$ cat config.mk
export PLATFORM = sky130hd
export DESIGN_NAME = reset_sequencer
export DESIGN_NICKNAME = d
export VERILOG_FILES = /design/src/rtl/reset_sequencer.sv
export SDC_FILE = /design/constraint.sdc
export NUM_CORES = 1
export LEC_CHECK = 0
export ABC_AREA = 1
export ABC_CLOCK_PERIOD_IN_PS = 3500
export CORE_MARGIN = 1
export CORE_UTILIZATION = 25
export CTS_BUF_LIST = sky130_fd_sc_hd__clkbuf_8
export CTS_CLUSTER_SIZE = 14
export DETAILED_ROUTE_END_ITERATION = 8
export PLACE_DENSITY = 0.54
export SYNTH_ARGS = -nofsm -noshare
export SYNTH_HDL_FRONTEND = slang
export SYNTH_SLANG_ARGS = --single-unit
$ cat constraint.sdc
create_clock -name clk -period 3.5 [get_ports clk]
set_input_delay 1.05 -clock clk [delete_from_list [all_inputs] [get_ports clk]]
set_output_delay 1.05 -clock clk [all_outputs]
set_load 0.05 [all_outputs]
$ cat src/rtl/reset_sequencer.sv
// Staged reset controller: releases the peripheral domain first, the CPU domain
// CPU_DELAY cycles later, and records the last reset cause plus a warm-reset count.
module reset_sequencer #(
  parameter int unsigned HOLD_CYCLES = 16,
  parameter int unsigned CPU_DELAY   = 8
) (
  input  logic       clk,
  input  logic       rst,
  input  logic       sys_reset_req,
  input  logic       fault_req,
  output logic       periph_rst,
  output logic       cpu_rst,
  output logic       busy,
  output logic [1:0] cause,
  output logic [7:0] warm_count
);

  localparam int unsigned CtrW     = 8;
  localparam int unsigned CauseW   = 2;
  localparam int unsigned CountW   = 8;
  localparam logic [CtrW-1:0]   HoldLast  = CtrW'(HOLD_CYCLES - 1);
  localparam logic [CtrW-1:0]   DelayLast = CtrW'(CPU_DELAY - 1);
  localparam logic [CountW-1:0] CountMax  = '1;

  localparam logic [CauseW-1:0] CausePor   = 2'b00;
  localparam logic [CauseW-1:0] CauseFw    = 2'b01;
  localparam logic [CauseW-1:0] CauseFault = 2'b10;

  typedef enum logic [1:0] {
    HOLD      = 2'd0,
    PERIPH_UP = 2'd1,
    RUN       = 2'd2
  } state_e;

  state_e              state_q, state_d;
  logic [CtrW-1:0]     ctr_q, ctr_d;
  logic [CauseW-1:0]   cause_q, cause_d;
  logic [CountW-1:0]   count_q, count_d;
  logic                periph_rst_q, periph_rst_d;
  logic                cpu_rst_q, cpu_rst_d;
  logic                busy_q, busy_d;

  // State register; outputs are registered copies of the next state's decode.
  always_ff @(posedge clk) begin
    if (rst) begin
      state_q      <= HOLD;
      ctr_q        <= '0;
      cause_q      <= CausePor;
      count_q      <= '0;
      periph_rst_q <= 1'b1;
      cpu_rst_q    <= 1'b1;
      busy_q       <= 1'b1;
    end else begin
      state_q      <= state_d;
      ctr_q        <= ctr_d;
      cause_q      <= cause_d;
      count_q      <= count_d;
      periph_rst_q <= periph_rst_d;
      cpu_rst_q    <= cpu_rst_d;
      busy_q       <= busy_d;
    end
  end

  // Next-state, counter and retained-record logic.
  always_comb begin
    state_d = state_q;
    ctr_d   = ctr_q;
    cause_d = cause_q;
    count_d = count_q;

    unique case (state_q)
      HOLD: begin
        if (ctr_q == HoldLast) begin
          state_d = PERIPH_UP;
          ctr_d   = '0;
        end else begin
          ctr_d = ctr_q + CtrW'(1);
        end
      end
      PERIPH_UP: begin
        if (ctr_q == DelayLast) begin
          state_d = RUN;
          ctr_d   = '0;
        end else begin
          ctr_d = ctr_q + CtrW'(1);
        end
      end
      RUN: begin
        if (sys_reset_req || fault_req) begin
          state_d = HOLD;
          ctr_d   = '0;
          cause_d = fault_req ? CauseFault : CauseFw;
          if (count_q != CountMax) begin
            count_d = count_q + CountW'(1);
          end
        end
      end
      default: begin
        state_d = HOLD;
        ctr_d   = '0;
      end
    endcase

    periph_rst_d = (state_d == HOLD);
    cpu_rst_d    = (state_d != RUN);
    busy_d       = (state_d != RUN);
  end

  assign periph_rst = periph_rst_q;
  assign cpu_rst    = cpu_rst_q;
  assign busy       = busy_q;
  assign cause      = cause_q;
  assign warm_count = count_q;

endmodule

== Word-level counts from Yosys, hierarchy flattened ==
Index checks and enable logic that the tools add are counted.
Storage, ports and cells
  bits in registers: 22
  input port bits: 4
  output and inout port bits: 13
  word-level logic and storage cells: 29
Operators by class
  add/subtract/negate cells: 2
  equality and inequality tests: 7
  muxes and demuxes: 9
  reduce and logical (&&, ||, !) cells: 5
Operator list (count)
  8-bit two-way mux: 3
  8-bit one-hot mux with 3 select lines: 1
  8-bit by 1-bit adder with 8-bit output (second input constant): 2
  8-bit by 3-bit equality test with 1-bit output (second input constant): 1
  8-bit by 4-bit equality test with 1-bit output (second input constant): 1
  2-bit two-way mux: 4
  8-bit != test (second input constant): 1
  2-bit one-hot mux with 3 select lines: 1
  2-bit logical NOT: 2
  2-bit != test (second input constant): 2
  3-bit AND reduction: 1
  2-bit by 1-bit equality test with 1-bit output (second input constant): 1
  2-bit equality test (second input constant): 1
  2-bit AND reduction: 1
  1-bit logical OR: 1

== Depth between registers and ports, before layout ==
  depth after elaboration: 4
  depth in mapped cells: 9
  gate-level depth less buffers: 9

== Worst setup path after synthesis ==
OpenSTA, ideal clock, no wires.
  path kind: register to output
  start point: reg, netlist name busy
  end point: out cpu_rst
  arrival: 0.894 ns
  data required time: 2.450 ns
  path slack: 1.556 ns
  stages on the path, launching flop included: 2
  buffers on the path: 1
  cells stage by stage: dfxtp_1 > buf_4
RTL lines
  end: declaration: line 12  | output logic cpu_rst,

== Worst setup path in the final report ==
  start point: reg count_q[3] (netlist: warm_count[3])
  end point: out warm_count[3]
RTL lines
  start: declaration: line 38  | logic [CountW-1:0] count_q, count_d;
  start signal: assignment: line 57  | count_q <= count_d;
  end: declaration: line 15  | output logic [7:0] warm_count
No word-level cell between the ends.

==> results by group <==
Run status
  – Status: completed

Synthesis
  – Synth Instances: 158
  – Register area share after synthesis: 0.3946
  – Mapped Area: 1116 um^2
  – Synth async-reset ratio: 0
  – Count of flip-flops with a built-in enable after synthesis: 0
  – Number of synthesized register bits: 22
  – Largest area contributor in the synthesized netlist: dfxtp_1
  – Yosys warns: 0
  – Top-count cell post-synth: nand2_1
  – Post-synth top area share: 0.3946
  – Syn Nets: 164
  – Unique masters post-synth: 30
  – Top cells by area, synth: dfxtp_1, nand2_1, nor2_1
  – Most common flop cell mapped by yosys: dfxtp_1
  – Mean Syn Cell Area: 7.064 um^2
  – Synth cell count leaders: nand2_1, dfxtp_1, nor2_1

GRT
  – Initial antenna violation count: 0
  – Grt ovf: 0
  – First-pass GRT wire length: roughly 3700 um
  – Total global-route track usage: 0.1044
  – Vias in the first global route: 916
  – Largest net degree at the start of global routing: 13

STA
  – Slew headroom: 0.6707
  – Final worst setup slack: 0.9195 ns
  – Final TNS setup: 0 ns
  – Max-slew violations: 0
  – Tcrit/Tclk final: 0.7373
  – Fin crit period: 2.580 ns
  – Worst slew pin tran: 0.4924 ns
  – Clock Skews: 0.0008074 ns
  – Final setup viols: 0
  – Final hold vios: 0
  – Max Freq: 387.5 MHz
  – Unrepaired setup endpoints after global routing: false

Pwr
  – Max IR drop VDD: approximately 140 uV
  – Total power: between 0.4 and 0.5 mW
  – Power Density: 326.3 nW/um^2
  – Lkg Pwr: 0.6059 nW

Worst hold path
  – HP Class: reg -> reg
  – Worst Hold Launch: cause[0]$_SDFFE_PP0P_

Finish
  – Sequential cell area: 440.4 um^2
  – Fillers: 458
  – Diode count: 0
  – Area of the multi-input gates: 594.3 um^2
  – Layout area overhead: 23.88%
  – Post-route cell area: 1383 um^2
  – Final net count: ~180
  – Share of cells above drive strength 1: 0.1023

Route
  – Residual DRC count: 0
  – DR iter-0 viols: 33
  – Post-Route WL: 2183 um
  – DRT antenna net count: 0
  – Vias post-DR: 973
  – Vias per cell: 4.305
  – DRT Pass-1 Iters: 6
  – WL/cell: 9.659 um

Clock tree
  – Setup Fix Bufs, Post-CTS: 0
  – Worst-path clk slew: around 0.08 ns
  – Clock Tree Buf Depth: 2
  – Root Buffer: clkbuf_8
  – TritonCTS clock tree: done
  – CTS Sinks: 22
  – TritonCTS buffer count: 3
  – Worst skew pair latency: 0.26 ns
  – Hold buffers post-CTS: 0
  – H-tree Lvls: 1
  – Post-cts sizing count: 0

Floorplan
  – Overall die area: 4736 um^2
  – Row cnt: 23
  – Effective utilization at floorplan: 0.2693
  – Core Area: 4144 um^2
  – Io pins: 17
  – Width of the die: 68.82 um
  – Chip height: 68.82 um

Place
  – IO Port Bufs: 16
  – Final HPWL DP: 1663 um
  – Post-placement cell area: 1328 um^2
  – Place WS: 0.9193 ns
  – Gp weighted congestion: 0.7181

Critical path
  – Crit Path Class: reg -> out
  – Worst R2R Start: ctr_q[0]$_SDFFE_PP0P_
  – Worst path arrival time: around 1.5 ns
  – Critical path fanouts, max: 5
  – Critical path capture point type: output port
  – Crit path from: warm_count[3]$_SDFFE_PP0P_
  – Top Family by Delay on Critical Path: buffers and inverters
  – Data required, critical path: 2.45 ns
  – Worst path bufs/invs: 1
  – Max incr delay on CP: ~0.84 ns
  – Crit-path cells: clkdlybuf4s50_1
  – Slowest CP cell: clkdlybuf4s50_1
  – Startpoint Class: flop

Run
  – Max-cap violations: 0
-- state kept, by name, indices dropped and copies added (netlist names) --
register    cells
state_q         2
periph_rst      1
ctr_q           8
cause           2
warm_count      8
busy            1
-- stage by stage --
step	hold slack, ns	cells	util
after floorplan	0.4775	158	-
after global placement	0.4643	222	0.3204
after detailed placement	0.4671	222	0.3204
after CTS	0.4786	226	0.3336
after global routing	0.5061	226	0.3336
final	0.4734	226	0.3336
-- cells in the final DEF, fill, tap and decap left out, types with 2 or more instances in the layout --
cell type	n
nand3_1	10
clkbuf_8	4
nor3_1	2
xnor2_1	2
xor2_1	2
dfxtp_1	22
inv_2	3
nand3b_1	2
nand2_2	3
o21ai_0	4
nor2_1	21
inv_1	13
o21ai_1	2
clkdlybuf4s50_1	16
a21oi_1	13
nand2_1	42
ha_1	2
-- kinds of logic after synthesis --
| logic type | count (synthesis) | share of synthesized area |
|---|---|---|
| AOI/OAI and AO/OA | 23 | 0.1188 |
| xor gates and xnor gates | 4 | 0.03140 |
| adders and majority gates | 2 | 0.02242 |
| buffers and inverters | 20 | 0.07287 |
| DFF | 22 | 0.3946 |
| muxes | 1 | 0.008969 |
| and+or+nand+nor | 86 | 0.3509 |
-- area by class of cell --
class,instances,area share
Tap cell,50,0.04525
Clock buffer,4,0.03982
Timing Repair Buffer,16,0.1158
Sequential cell,22,0.3186
Inverter,18,0.05068
Multi-Input combinational cell,116,0.4299
-- path summary, 6_finish.rpt --
check / to / cells past startpoint / slack, ns
setup / recovery: warm_count[3] / 1 / 0.92
hold / removal: cause[0]$_SDFFE_PP0P_ / 2 / 0.47
setup reg to reg: ctr_q[0]$_SDFFE_PP0P_ / 6 / 2.12
hold reg to reg: cause[0]$_SDFFE_PP0P_ / 2 / 0.47
-- layer usage --
metal  up-vias  wire length, um  track usage
li1        537                -            -
met1       421             1074       0.1204
met2        15             1025       0.1814
met3         0               83      0.02467
met4         0                0      0.04847
met5         -                0            0
-- power breakdown --
part           leakage, nW  internal (mW)  total (mW)  switching [mW]
sequential           0.178          0.253       0.256         0.00282
clock               0.0288          0.100       0.180          0.0793
combinational        0.399        0.00713      0.0157         0.00855
No activity file was read; power rests on OpenSTA's default activity.
